--- config.mk ---
export PLATFORM = sky130hd
export DESIGN_NAME = alu_arbiter
export DESIGN_NICKNAME = d
export VERILOG_FILES = /design/src/rtl/alu_arbiter_pkg.sv /design/src/rtl/rr_arb2.sv /design/src/rtl/alu_arbiter.sv
export SDC_FILE = /design/constraint.sdc
export NUM_CORES = 1
export LEC_CHECK = 0
export CORE_UTILIZATION = 44
export CTS_CLUSTER_DIAMETER = 100
export DETAILED_ROUTE_END_ITERATION = 8
export PLACE_DENSITY = 0.85
export SYNTH_ARGS = -nofsm -noshare
export SYNTH_HDL_FRONTEND = slang
export SYNTH_SLANG_ARGS = --single-unit
--- constraint.sdc ---
create_clock -name clk -period 3.65 [get_ports clk]
set_input_delay 0.73 -clock clk [delete_from_list [all_inputs] [get_ports clk]]
set_output_delay 0.73 -clock clk [all_outputs]
set_load 0.05 [all_outputs]
--- src/rtl/alu_arbiter_pkg.sv ---
// Shared types and constants for the two-requester ALU arbiter.
package alu_arbiter_pkg;

   // Arbiter FSM: accept a request, wait out the ALU latency, then present the response.
   typedef enum logic [1:0] {
      StIdle = 2'd0,
      StWait = 2'd1,
      StResp = 2'd2
   } state_e;

   localparam logic [2:0] OP_DIV     = 3'd3;
   localparam logic       MODE_ARITH = 1'b1;

   // Only the arithmetic divide takes the long ALU path; every other code is single-cycle.
   function automatic logic is_div(input logic mode, input logic [2:0] op);
      return (mode == MODE_ARITH) && (op == OP_DIV);
   endfunction

endpackage

--- src/rtl/rr_arb2.sv ---
// Two-way round-robin grant: the requester named by ptr has priority.
module rr_arb2 (
   input  logic [1:0] valid,
   input  logic       ptr,
   output logic [1:0] grant
);

   // Priority requester wins if valid, otherwise the other one if valid.
   always_comb begin
      grant = 2'b00;
      if (valid[ptr]) begin
         grant[ptr] = 1'b1;
      end else if (valid[~ptr]) begin
         grant[~ptr] = 1'b1;
      end
   end

endmodule

--- src/rtl/alu_arbiter.sv ---
// Shares one external ALU between two requesters, one operation in flight at a time.
module alu_arbiter
   import alu_arbiter_pkg::*;
#(
   parameter int unsigned DWIDTH  = 8,
   parameter int unsigned DIV_LAT = 16
) (
   input  logic                  clk,
   input  logic                  rst,
   input  logic [1:0]            req_valid,
   output logic [1:0]            req_ready,
   input  logic [1:0]            req_mode,
   input  logic [5:0]            req_op,
   input  logic [2*DWIDTH-1:0]   req_a,
   input  logic [2*DWIDTH-1:0]   req_b,
   output logic                  alu_mode,
   output logic [2:0]            alu_op,
   output logic [DWIDTH-1:0]     alu_din1,
   output logic [DWIDTH-1:0]     alu_din2,
   input  logic [2*DWIDTH-1:0]   alu_result,
   output logic                  resp_valid,
   input  logic                  resp_ready,
   output logic                  resp_id,
   output logic [2*DWIDTH-1:0]   resp_data,
   output logic                  busy
);

   localparam int unsigned CW = $clog2(DIV_LAT + 1);

   state_e              state_q, state_d;
   logic                ptr_q;
   logic [CW-1:0]       cnt_q;
   logic                alu_mode_q;
   logic [2:0]          alu_op_q;
   logic [DWIDTH-1:0]   alu_din1_q, alu_din2_q;
   logic                resp_valid_q, resp_id_q;
   logic [2*DWIDTH-1:0] resp_data_q;

   logic [1:0]          grant;
   logic [1:0]          ready;
   logic                accept;
   logic                acc_id;
   logic                sel_mode;
   logic [2:0]          sel_op;
   logic [DWIDTH-1:0]   sel_a, sel_b;
   logic [CW-1:0]       sel_lat;

   rr_arb2 u_rr_arb2 (
      .valid (req_valid),
      .ptr   (ptr_q),
      .grant (grant)
   );

   // Grants are only offered while idle; the winner's fields are muxed for latching.
   always_comb begin
      ready    = (state_q == StIdle) ? grant : 2'b00;
      accept   = |(req_valid & ready);
      acc_id   = ready[1];
      sel_mode = req_mode[acc_id];
      sel_op   = acc_id ? req_op[5:3] : req_op[2:0];
      sel_a    = acc_id ? req_a[2*DWIDTH-1:DWIDTH] : req_a[DWIDTH-1:0];
      sel_b    = acc_id ? req_b[2*DWIDTH-1:DWIDTH] : req_b[DWIDTH-1:0];
      sel_lat  = is_div(sel_mode, sel_op) ? CW'(DIV_LAT) : CW'(1);
   end

   // Next-state: accept -> wait for counter to drain -> hold response until taken.
   always_comb begin
      state_d = state_q;
      unique case (state_q)
         StIdle:  if (accept) state_d = StWait;
         StWait:  if (cnt_q == '0) state_d = StResp;
         StResp:  if (resp_ready) state_d = StIdle;
         default: state_d = StIdle;
      endcase
   end

   // State, pointer, latency counter, ALU operand and response registers.
   always_ff @(posedge clk or posedge rst) begin
      if (rst) begin
         state_q      <= StIdle;
         ptr_q        <= 1'b0;
         cnt_q        <= '0;
         alu_mode_q   <= 1'b0;
         alu_op_q     <= 3'd0;
         alu_din1_q   <= '0;
         alu_din2_q   <= '0;
         resp_valid_q <= 1'b0;
         resp_id_q    <= 1'b0;
         resp_data_q  <= '0;
      end else begin
         state_q <= state_d;
         unique case (state_q)
            StIdle: begin
               if (accept) begin
                  alu_mode_q <= sel_mode;
                  alu_op_q   <= sel_op;
                  alu_din1_q <= sel_a;
                  alu_din2_q <= sel_b;
                  resp_id_q  <= acc_id;
                  ptr_q      <= ~acc_id;
                  cnt_q      <= sel_lat;
               end
            end
            StWait: begin
               if (cnt_q == '0) begin
                  resp_data_q  <= alu_result;
                  resp_valid_q <= 1'b1;
               end else begin
                  cnt_q <= cnt_q - CW'(1);
               end
            end
            StResp: begin
               if (resp_ready) resp_valid_q <= 1'b0;
            end
            default: ;
         endcase
      end
   end

   assign req_ready  = ready;
   assign alu_mode   = alu_mode_q;
   assign alu_op     = alu_op_q;
   assign alu_din1   = alu_din1_q;
   assign alu_din2   = alu_din2_q;
   assign resp_valid = resp_valid_q;
   assign resp_id    = resp_id_q;
   assign resp_data  = resp_data_q;
   assign busy       = (state_q != StIdle);

endmodule

Yosys cells after proc, flatten, opt, wreduce, memory -nomap -nowiden
Index checks and enable logic that the tools add are counted.

storage, ports and cells
  register bits = 46
  input bits = 61
  output and inout port bits = 41

cells by class
  add/sub/neg operators = 1
  order comparisons = 5
  equal/unequal tests = 7
  mux-type cells = 27
  bitwise gates (word level) = 3
  reductions and logical operators = 14

operators with widths
  cell                 count
  $mux 8               2
  $mux 5               3
  $mux 2               6
  $mux 1               10
  $pmux 5 s2           1
  $reduce_and 3->1     3
  $ne 2x2->1 const B   4
  $lt 1x2->1 const B   3
  $pmux 2 s3           1
  $reduce_bool 2->1    3
  $logic_not 5->1      1
  $sub 5x1->5 const B  1
  $reduce_and 2->1     2
  $eq 3x2->1 const B   1
  $logic_and 1x1->1    3
  $mux 3               1
  $and 2x2->2          1
  $demux 1 s1          2
  $eq 2x1->1 const B   1
  $eq 2x2->1 const B   1
  $ge 1x1->1 const B   2
  $logic_not 2->1      1
  $not 1->1            2
  $pmux 1 s2           1
  $reduce_or 2->1      1

Depth between registers and ports, before layout
  depth in word-level cells = 14
  depth in mapped cells = 6
  gate-level depth less buffers = 5

Hierarchy
From an unflattened synthesis, not the netlist that was laid out.

second synthesis, totals
  cells, all modules = 197
  area total of the unflattened synthesis = 2195.9 sq um

modules (own cells, without submodules)
  module       times used  cells each  area each (sq um)  sequential area each (sq um)
  alu_arbiter  1           194         2177.1             1151.1
  rr_arb2      1           3           18.8               0.0

Worst setup path before layout
Ideal clock, no wire load.

  path type = input -> output
  from = input port req_valid[1]
  to = output port req_ready[0]
  arrival time = 1532 ps
  data required time = 2920 ps
  setup slack = 1388 ps
  cell stages on the path = 3
  path buffers = 2
  cells stage by stage = buf_2 -> a211oi_4 -> buf_6

between the ends
  cells in the longest elaborated chain, start to end = 5

ends and longest elaborated chain
  what                                        RTL line           source
  start: declaration                          alu_arbiter.sv:10  input logic [1:0] req_valid,
  $mux 1 (implied by the code) (2 in series)  rr_arb2.sv:13      end else if (valid[~ptr]) begin
  $mux 2                                      rr_arb2.sv:13
  $mux 2 *                                    rr_arb2.sv:11      if (valid[ptr]) begin
  $mux 2 *                                    alu_arbiter.sv:56  ready = (state_q == StIdle) ? grant : 2'b00;
  end: declaration                            alu_arbiter.sv:11  output logic [1:0] req_ready,

Every way passes the cells marked *; elsewhere a longest branch is shown, timed or not. The select of a mux whose other input is x is not followed.

Worst setup path after layout
  from = register state_q[0]
  to = output port busy

between the ends
  cells in the longest elaborated chain, start to end = 1

ends and longest elaborated chain
  what                      RTL line            source
  start: declaration        alu_arbiter.sv:30   state_e state_q, state_d;
  start signal: assignment  alu_arbiter.sv:80   state_q <= StIdle;
  start signal: assignment  alu_arbiter.sv:91   state_q <= state_d;
  $reduce_bool 2->1         alu_arbiter.sv:128  assign busy = (state_q != StIdle);
  end: declaration          alu_arbiter.sv:25   output logic busy

No other way between the ends.

==> flow_summary.yaml <==
flow_run:
  drv_cap: 0
finish:
  layout_common_cells: "99 x clkdlybuf4s50_1, 46 x dfrtp_1, 16 x a21boi_0, 16 x a221o_1, 10 x o21ai_0"
  final_common_cell: "clkdlybuf4s50_1"
  final_nets: 332
  syn_to_final_growth_pct: 53.65
  drive_gt1_share_pct: 12.92
  diodes: 0
  post-route-util_pct: 70.32
  final_area_sq_um: 3343
place:
  placed_area_sq_um: 3237
  hpwlAfterDp_mm: 3.902
  post-place-ws_ns: 1.001
  portBuffers: 101
  gp_congestion: 0.8088
clock_tree:
  clk_pin_slew_ns: 0.08
  root_buffer: "clkbuf_8"
  numCtsBuffers: 5
  h-tree-depth: 2
  cts_sinks: 46
  post_cts_buffers: 0
  cts_tree: "built"
  clk_latency_ns: 0.29
  clockBufferDepth: 2
  ctsHoldBuffers: 0
  cts_resized: 0
synth:
  synth_cells: 171
  ys_warn_count: 0
  synth_top_area_cell: "dfrtp_1"
  synthArstFlopShare_pct: 100.0
  syn-cell-area_sq_um: 2176
  ys_types: 41
  synth_edf_count: 0
  avgSynthCellArea_sq_um: 12.72
  ys.flop_type: "dfrtp_1"
  ys_seq_area_share_pct: 52.90
  ys_ff_latch: 46
  syn_nets: 233
  yosys-top-cells-area: "dfrtp_1 53%, a221o_1 7.4%, mux2_4 6.2%"
  yosysTopAreaCellShare_pct: 52.90
floorplan:
  die_h_microns: 72.32
  initial_utilization_pct: 45.76
  dieArea_sq_um: 5230
  die_x_microns: 72.32
  num_rows: 25
  core_area_sq_um: 4755
  ioPinCount: 102
setup_path:
  cpLargestDelayFamily: "buffers and inverters"
  critPathArrivalTime_ns: 2.19
  path_cells: "nor2_4, inv_2, clkdlybuf4s50_1"
  critPathBufInv: 2
  cp_slowest_cell: "clkdlybuf4s50_1"
  crit_type: "reg2out"
  critPathCaptureType: "output port"
  cp-start-kind: "flip-flop"
  crit_required_ns: 2.92
  critPathMaxFanout: 26
  cp_slowest_stage_delay_ns: 0.75
global_route:
  grt_pass1_wl_mm: 8.549
  grt_start_max_net_pins: 47
  overflow: 0
  grt_pass1_vias: 1840
  track_usage_pct: 21.40
  antenna_found_initial: 0
timing:
  final.setup.tns_ns: 0
  worst_slack_ns: 0.7280
  max_slew_margin_pct: 38.11
  fmax_mhz: 342.2
  min_period_over_period_pct: 80.05
  skew_ns: 0.008018
  fin_crit_ns: 2.922
  setup_viol: 0
  worstMarginPinSlew_ns: 0.9270
  rsz0062_at_grt: "false"
  hold_viol_final: 0
  slew_violations: 0
power:
  power_density_nw_per_um2: 974.6
  vdd_drop_max_v: 0.0005091
  p_leak_nw: 1.398
route:
  drc: 0
  vias: 1815
  firstDrtPassIters: 4
  vias_per_cell: 5.370
  ant_nets: 0
  wl_per_cell_microns: 15.68
  routed_wl_mm: 5.299
  drtIter0Drc: 65
outcome:
  outcome: "finished clean"
hold_path:
  min_path_type: "reg2reg"
cell usage after synthesis (4+ instances only):
cell type,n
dfrtp_1,46
clkbuf_1,4
a21boi_0,16
nand3_1,6
o21ai_0,10
mux2_2,7
inv_1,7
mux2_4,9
buf_2,4
nand4_1,4
a221o_1,16
o211ai_1,4
worst reg2reg max path, stage by stage, from the launching register on:
cell,delay (ns)
dfrtp_1,0.49
nor2_4,0.45
inv_2,0.22
a211oi_4,0.35
buf_4,0.29
a221o_1,0.19
layer usage:
metal | up-vias | wire length (microns) | share of wire (%) | GRT usage, %
met3 | 9 | 428 | 8.1 | 6.111
met2 | 85 | 2580 | 49 | 34.16
met4 | 0 | 83 | 1.6 | 7.625
li1 | 847 | - | - | -
met5 | - | 0 | 0 | 0
met1 | 874 | 2206 | 42 | 27.84
power breakdown:
| part | total, W | switching, W | internal [W] |
|---|---|---|---|
| registers | 0.000923 | 0.000165 | 0.000757 |
| logic | 0.00197 | 0.00118 | 0.000792 |
| clock network | 0.000361 | 0.000157 | 0.000205 |
through the flow:
step	power [W]	std cells	hold WS, ns
2_1_floorplan	0.002283	171	0.5022
6_report	0.003258	338	0.5057
3_5_place_dp	0.002910	330	0.4920
5_1_grt	0.003425	338	0.5232
4_1_cts	0.003284	338	0.5123
3_3_place_gp	0.002867	330	0.4867
flip-flops by register name, indices dropped and copies added (netlist names):
register    flops
alu_din1        8
ptr_q           1
alu_din2        8
resp_valid      1
resp_data      16
resp_id         1
alu_op          3
cnt_q           5
state_q         2
alu_mode        1
logic make-up (layout without fill, tap and decap cells):
group	after synthesis	count (layout)	synth area share [%]
simple gates	31	31	10.24
buf+inv	19	119	4.543
compound gates	55	55	20.53
flops	46	46	52.90
mux	19	19	11.21
fa+ha+maj	1	1	0.5750
path summary, 6_finish.rpt:
kind | cells past startpoint | end | slack [ns] | startpoint
min in group asynchronous | 2 | resp_data[4] | 0.96 | rst
min reg2reg | 1 | resp_data[2] | 0.51 | resp_data[2]
max reg2reg | 5 | alu_din1[2] | 1.61 | state_q[0]
max | 3 | busy | 0.73 | state_q[0]
min | 1 | resp_data[2] | 0.51 | resp_data[2]
max in group asynchronous | 2 | cnt_q[2] | 2.11 | rst
final cells by class:
class                           instances  area (sq um)
Fill cell                             359          1411
Clock inverter                          1         30.03
Multi-Input combinational cell        106         925.9
Tap cell                               67         83.83
Inverter                                8         30.03
Clock buffer                            7         76.32
Timing Repair Buffer                  103          1046
Sequential cell                        46          1151
Note: power is estimated with default switching activity, not from simulation.
